File: src/rtl/perf_counter_bank_if.sv
// Signal bundle for perf_counter_bank: event/control inputs, read port and overflow flags.
// Defining PERF_SNAPSHOT_EN adds the snap and rd_shadow controls.
interface perf_counter_bank_if #(
    parameter int WIDTH = 32,
    parameter int NCH   = 4,
    parameter int SELW  = 2
);
    logic [NCH-1:0]   inc;
    logic [NCH-1:0]   clr;
    logic             freeze;
    logic             load;
    logic [SELW-1:0]  load_sel;
    logic [WIDTH-1:0] load_val;
    logic [SELW-1:0]  rd_sel;
    logic [WIDTH-1:0] rd_data;
    logic [NCH-1:0]   ovf;
    logic [NCH-1:0]   ovf_clr;
`ifdef PERF_SNAPSHOT_EN
    logic             snap;
    logic             rd_shadow;
`endif

    modport master (
`ifdef PERF_SNAPSHOT_EN
        output snap, rd_shadow,
`endif
        output inc, clr, freeze, load, load_sel, load_val, rd_sel, ovf_clr,
        input  rd_data, ovf
    );

    modport slave (
`ifdef PERF_SNAPSHOT_EN
        input  snap, rd_shadow,
`endif
        input  inc, clr, freeze, load, load_sel, load_val, rd_sel, ovf_clr,
        output rd_data, ovf
    );
endinterface

File: src/rtl/perf_counter_bank.sv
// Bank of NCH event counters with clear/load/increment priority, sticky overflow and a registered read mux.
// Optional PERF_SNAPSHOT_EN adds shadow registers captured by snap and read via rd_shadow.
module perf_counter_bank #(
    parameter int WIDTH    = 32,
    parameter int NCH      = 4,
    parameter int SELW     = 2,
    parameter int SATURATE = 0
) (
    input logic                clk,
    input logic                rst_n,
    perf_counter_bank_if.slave bus
);
    localparam logic [WIDTH-1:0] ALL_ONES = '1;

    logic [WIDTH-1:0] count_q [NCH];
    logic [WIDTH-1:0] count_d [NCH];
    logic [NCH-1:0]   ovf_q;
    logic [NCH-1:0]   ovf_d;
    logic [WIDTH-1:0] rd_data_q;
    logic [WIDTH-1:0] rd_data_d;

    // Priority per channel: clr, then a matching load, then an unfrozen increment.
    always_comb begin
        ovf_d = ovf_q & ~bus.ovf_clr;
        for (int ch = 0; ch < NCH; ch++) begin
            count_d[ch] = count_q[ch];
            if (bus.clr[ch]) begin
                count_d[ch] = '0;
            end else if (bus.load && (bus.load_sel == SELW'(ch))) begin
                count_d[ch] = bus.load_val;
            end else if (bus.inc[ch] && !bus.freeze) begin
                if (count_q[ch] == ALL_ONES) begin
                    ovf_d[ch]   = 1'b1;
                    count_d[ch] = (SATURATE != 0) ? ALL_ONES : '0;
                end else begin
                    count_d[ch] = count_q[ch] + WIDTH'(1);
                end
            end
        end
    end

`ifdef PERF_SNAPSHOT_EN
    logic [WIDTH-1:0] shadow_q [NCH];
    logic [WIDTH-1:0] shadow_d [NCH];

    always_comb begin
        for (int ch = 0; ch < NCH; ch++) begin
            shadow_d[ch] = bus.snap ? count_q[ch] : shadow_q[ch];
        end
    end
`endif

    // Read mux sees pre-update values; selects beyond NCH fall through to zero.
    always_comb begin
        rd_data_d = '0;
        for (int ch = 0; ch < NCH; ch++) begin
            if (bus.rd_sel == SELW'(ch)) begin
`ifdef PERF_SNAPSHOT_EN
                rd_data_d = bus.rd_shadow ? shadow_q[ch] : count_q[ch];
`else
                rd_data_d = count_q[ch];
`endif
            end
        end
    end

    always_ff @(posedge clk or negedge rst_n) begin
        if (!rst_n) begin
            for (int ch = 0; ch < NCH; ch++) begin
                count_q[ch] <= '0;
`ifdef PERF_SNAPSHOT_EN
                shadow_q[ch] <= '0;
`endif
            end
            ovf_q     <= '0;
            rd_data_q <= '0;
        end else begin
            for (int ch = 0; ch < NCH; ch++) begin
                count_q[ch] <= count_d[ch];
`ifdef PERF_SNAPSHOT_EN
                shadow_q[ch] <= shadow_d[ch];
`endif
            end
            ovf_q     <= ovf_d;
            rd_data_q <= rd_data_d;
        end
    end

    assign bus.rd_data = rd_data_q;
    assign bus.ovf     = ovf_q;
endmodule

File: src/flat_wrapper.sv
// flat-port wrapper written by rule: the top's interface ports become plain ports
module perf_counter_bank_flat 
#(
    parameter int WIDTH    = 32,
    parameter int NCH      = 4,
    parameter int SELW     = 2,
    parameter int SATURATE = 0
)
  (clk, rst_n, bus_inc, bus_clr, bus_freeze, bus_load, bus_load_sel, bus_load_val, bus_rd_sel, bus_ovf_clr, bus_rd_data, bus_ovf);
  perf_counter_bank_if #(.WIDTH(WIDTH), .NCH(NCH), .SELW(SELW)) bus_i ();
  input logic clk;
  input logic rst_n;
  input wire logic [$bits(bus_i.inc)-1:0] bus_inc;
  input wire logic [$bits(bus_i.clr)-1:0] bus_clr;
  input wire logic [$bits(bus_i.freeze)-1:0] bus_freeze;
  input wire logic [$bits(bus_i.load)-1:0] bus_load;
  input wire logic [$bits(bus_i.load_sel)-1:0] bus_load_sel;
  input wire logic [$bits(bus_i.load_val)-1:0] bus_load_val;
  input wire logic [$bits(bus_i.rd_sel)-1:0] bus_rd_sel;
  input wire logic [$bits(bus_i.ovf_clr)-1:0] bus_ovf_clr;
  output wire logic [$bits(bus_i.rd_data)-1:0] bus_rd_data;
  output wire logic [$bits(bus_i.ovf)-1:0] bus_ovf;
  assign bus_i.inc = bus_inc;
  assign bus_i.clr = bus_clr;
  assign bus_i.freeze = bus_freeze;
  assign bus_i.load = bus_load;
  assign bus_i.load_sel = bus_load_sel;
  assign bus_i.load_val = bus_load_val;
  assign bus_i.rd_sel = bus_rd_sel;
  assign bus_i.ovf_clr = bus_ovf_clr;
  assign bus_rd_data = bus_i.rd_data;
  assign bus_ovf = bus_i.ovf;
  perf_counter_bank #(.WIDTH(WIDTH), .NCH(NCH), .SELW(SELW), .SATURATE(SATURATE)) u_core (.clk(clk), .rst_n(rst_n), .bus(bus_i));
endmodule
File: config.mk
export PLATFORM = sky130hd
export DESIGN_NAME = perf_counter_bank_flat
export DESIGN_NICKNAME = d
export VERILOG_FILES = /design/src/rtl/perf_counter_bank_if.sv /design/src/rtl/perf_counter_bank.sv /design/src/flat_wrapper.sv
export SDC_FILE = /design/constraint.sdc
export NUM_CORES = 1
export LEC_CHECK = 0
export BUFFER_PORTS_ARGS = -buffer_cell sky130_fd_sc_hd__buf_2
export CORE_UTILIZATION = 30
export DETAILED_ROUTE_END_ITERATION = 8
export PLACE_DENSITY_LB_ADDON = 0.15
export SETUP_SLACK_MARGIN = 0.1
export SLEW_MARGIN = 20
export SYNTH_ARGS = -nofsm -noshare
export SYNTH_HDL_FRONTEND = slang
export SYNTH_SLANG_ARGS = --single-unit
export TNS_END_PERCENT = 10
File: constraint.sdc
create_clock -name clk -period 4.3 [get_ports clk]
set_input_delay 0.43 -clock clk [delete_from_list [all_inputs] [get_ports clk]]
set_output_delay 0.43 -clock clk [all_outputs]
set_load 0.005 [all_outputs]
==> impl_metrics.toml <==
[place]
gp_congestion = 0.903
pre_cts_ws_ns = 1.29
portBuffers = 87
hpwl_um = 30800
placed_cell_area_um2 = 11100

[cts]
postCtsHoldBufs = 0
cts_resized = 0
clock_latency_ns = 0.45
clk_pin_slew_worst_paths_ns = 0.08
cts_root_buffer = "clkbuf_16"
post_cts_buffers = 0
cts_tree = "done"
clockBufferDepth = 2
htree_levels = 4
cts_sinks = 164
cts_buffers = 17

[grt]
grt_pass1_vias = 9037
grt_max_degree = 85
grt_pass1_wl_um = 61200
overflow = 0
grt_usage_pct = 23.8
antenna_found_initial = 1

[route]
wire_per_inst_um = 25.5
drtAntennaViolNets = 0
drcViolationCount = 0
num_vias = 9656
vias_per_cell = 6.03
dr.first_iter.drc_count = 908
first_pass_iters = 5
wl_um = 40900

[logic_synthesis]
ys_seq_area_share_pct = 40.2
synth_edf_count = 0
async_flop_share_pct = 100
synth_flop_cell = "dfrtp_1"
synth_cells = 1088
synth_area_leaders = "dfrtp_1, mux4_2, nand2_1, nand3_1, nand4_1"
syn_area_um2 = 10200
yosys.area.top_type_share_pct = 40.2
avgSynthCellArea_um2 = 9.39
yosysTopAreaCell = "dfrtp_1"
ys_ff_latch = 164
yosysUniqueCellTypes = 73
synth_nets = 1144
yosysWarnings = 0

[power_and_ir_drop]
pwr-share-clk_pct = 40.9
p_seq_share_pct = 47.6
combPwrFrac_pct = 11.5
p_sw_share_pct = 30.9
p_switching_mw = 1.13
p_int_mw = 2.53
ir_drop_uv = 272
p_per_area_nw_per_um2 = 314
p_leak_nw = 4.49

[die]
core_area_um2 = 33500
rows = 67
initial_core_util_pct = 30.5
die_y_um = 187
fp.dieArea_um2 = 34800
num_io_pins = 88
die_w_um = 187

[timing]
fin_crit_sh_pct = 72.4
rsz0062_at_grt = "no"
setup_viol = 0
finalWorstPathRequiredPeriod_ns = 3.11
clock_skew_ns = 0.0110
final-max-slew-violation-count = 0
worstMarginPinSlew_ns = 1.14
hold_viol = 0
fin_ws_ns = 1.19
fin_tns_setup_ns = 0
max_freq_mhz = 321
whs_ns = 0.0266
max_slew_margin_pct = 24.0

[finish]
finalInstanceArea_um2 = 11600
fin_util_pct = 34.7
seqCellArea_um2 = 4100
multi_input_area_um2 = 5740
fin_nets = 1196
drive_gt1_share_pct = 17.5
n_fill_cell = 3427
syn_to_final_growth_pct = 14.0

[worst_hold_path]
hp-class = "in -> async"

[setup_path]
reg2reg_depth = 6
required_ns = 4.64
path_class = "reg -> reg"
crit_start = "u_core.count_q[32]"
reg2reg_to = "u_core.count_q[43]"
crit_path_end = "u_core.count_q[43]"
endpoint_kind = "flip-flop"
regToRegSetupSlack_ns = 1.19
start_kind = "flip-flop"
worst-endpoint-arrival_ns = 3.46
worstReg2RegStart = "u_core.count_q[32]"
cp_max_fo = 28

[outcome]
status = "completed"

[job]
cap_violations = 0
==> registers in the layout, summed over array words and instances (netlist names) <==
register            count
u_core.bus.ovf          4
u_core.bus.rd_data     32
u_core.count_q        128
==> per-layer routing <==
layer	part of all wire [%]	GRT usage, %
met5	0	0
met4	2.0	7.09
met3	6.7	4.04
met2	45	35.7
met1	46	34.7
==> area by class of cell <==
type,instances,area share (%)
inverters,25,0.806
well taps,448,4.81
diodes,1,0.0215
clock inverters,15,1.03
clock buffers,17,3.65
flip-flops and latches,164,35.2
multi-input cells,826,49.3
repair buffers,106,5.14
==> cells in the final DEF (no fill, tap or decap), drive strengths merged, types with 8 or more instances in the layout <==
master and count:
xor2 23, inv 32, nand4 52, nor3 32
o31a 9, clkbuf 17, a21oi 18, buf 106
dfrtp 164, xnor2 33, nor4 34, a31oi 11
o21ai 43, a211oi 41, or4 13, mux4 32
and3 22, nor2 81, o211ai 20, a22oi 43
and4 16, nand3 70, and2 9, or3 14
a221o 8, nand2 95
==> synthesized netlist by cell type, drive strengths merged (8+ instances only) <==
| library cell | number |
|---|---|
| xnor2 | 33 |
| dfrtp | 164 |
| a221o | 8 |
| nor4 | 34 |
| nand2 | 95 |
| and3 | 22 |
| o21ai | 43 |
| nand4 | 52 |
| a31oi | 11 |
| clkbuf | 64 |
| nor3 | 32 |
| nand3 | 70 |
| a211oi | 41 |
| nor2 | 81 |
| buf | 9 |
| or4 | 13 |
| xor2 | 23 |
| and4 | 16 |
| o31a | 9 |
| a22oi | 43 |
| a21oi | 18 |
| and2 | 9 |
| inv | 25 |
| or3 | 14 |
| o211ai | 20 |
| mux4 | 32 |
==> cell families (layout without fill, tap and decap cells) <==
kind of cell / Yosys count / in the layout / synth area share (%)
AND/OR/NAND/NOR: 471 / 471 / 24.6
adder cells (fa/ha/maj): 4 / 4 / 0.490
flip-flops: 164 / 164 / 40.2
XOR/XNOR: 56 / 56 / 4.80
AO/OA/AOI/OAI: 262 / 262 / 18.9
buffers and inverters: 98 / 163 / 3.88
multiplexers: 33 / 33 / 7.19
other: 0 / 1 / 0
==> worst max-delay path, cell delays in order, from the launching register on <==
cell     delay (ns)
dfrtp_1        0.47
ha_1           0.22
and3_1         0.23
nand3_1        0.43
or4_1          1.05
a31o_2         0.38
a22o_1         0.22
==> power groups by stage <==
stage / combinational, mW / sequential, mW / clock, mW
after floorplan: 0.229 / 1.71 / 0
after global placement: 0.423 / 1.76 / 0
after detailed placement: 0.424 / 1.76 / 0
after CTS: 0.425 / 1.73 / 1.53
after global routing: 0.460 / 1.75 / 1.58
final: 0.422 / 1.74 / 1.50
==> worst min path at each step <==
stage / start / to / slack, ns / cells past startpoint
3_3_place_gp: u_core.bus.ovf[0] / u_core.bus.ovf[0] / 0.52 / 2
5_1_grt: rst_n / u_core.count_q[98] / 0.1 / 1
6_report: rst_n / u_core.count_q[98] / 0.03 / 1
4_1_cts: rst_n / u_core.count_q[98] / 0.08 / 1
3_5_place_dp: u_core.bus.ovf[0] / u_core.bus.ovf[0] / 0.52 / 2
2_1_floorplan: rst_n / u_core.bus.ovf[0] / 0.13 / 0
==> stage by stage <==
step                      power, mW  instances
after floorplan                1.94       1088
after CTS                      3.69       1601
after detailed placement       2.19       1569
after global routing           3.79       1601
final                          3.66       1602
after global placement         2.18       1569
(Power assumes the default switching activity.)
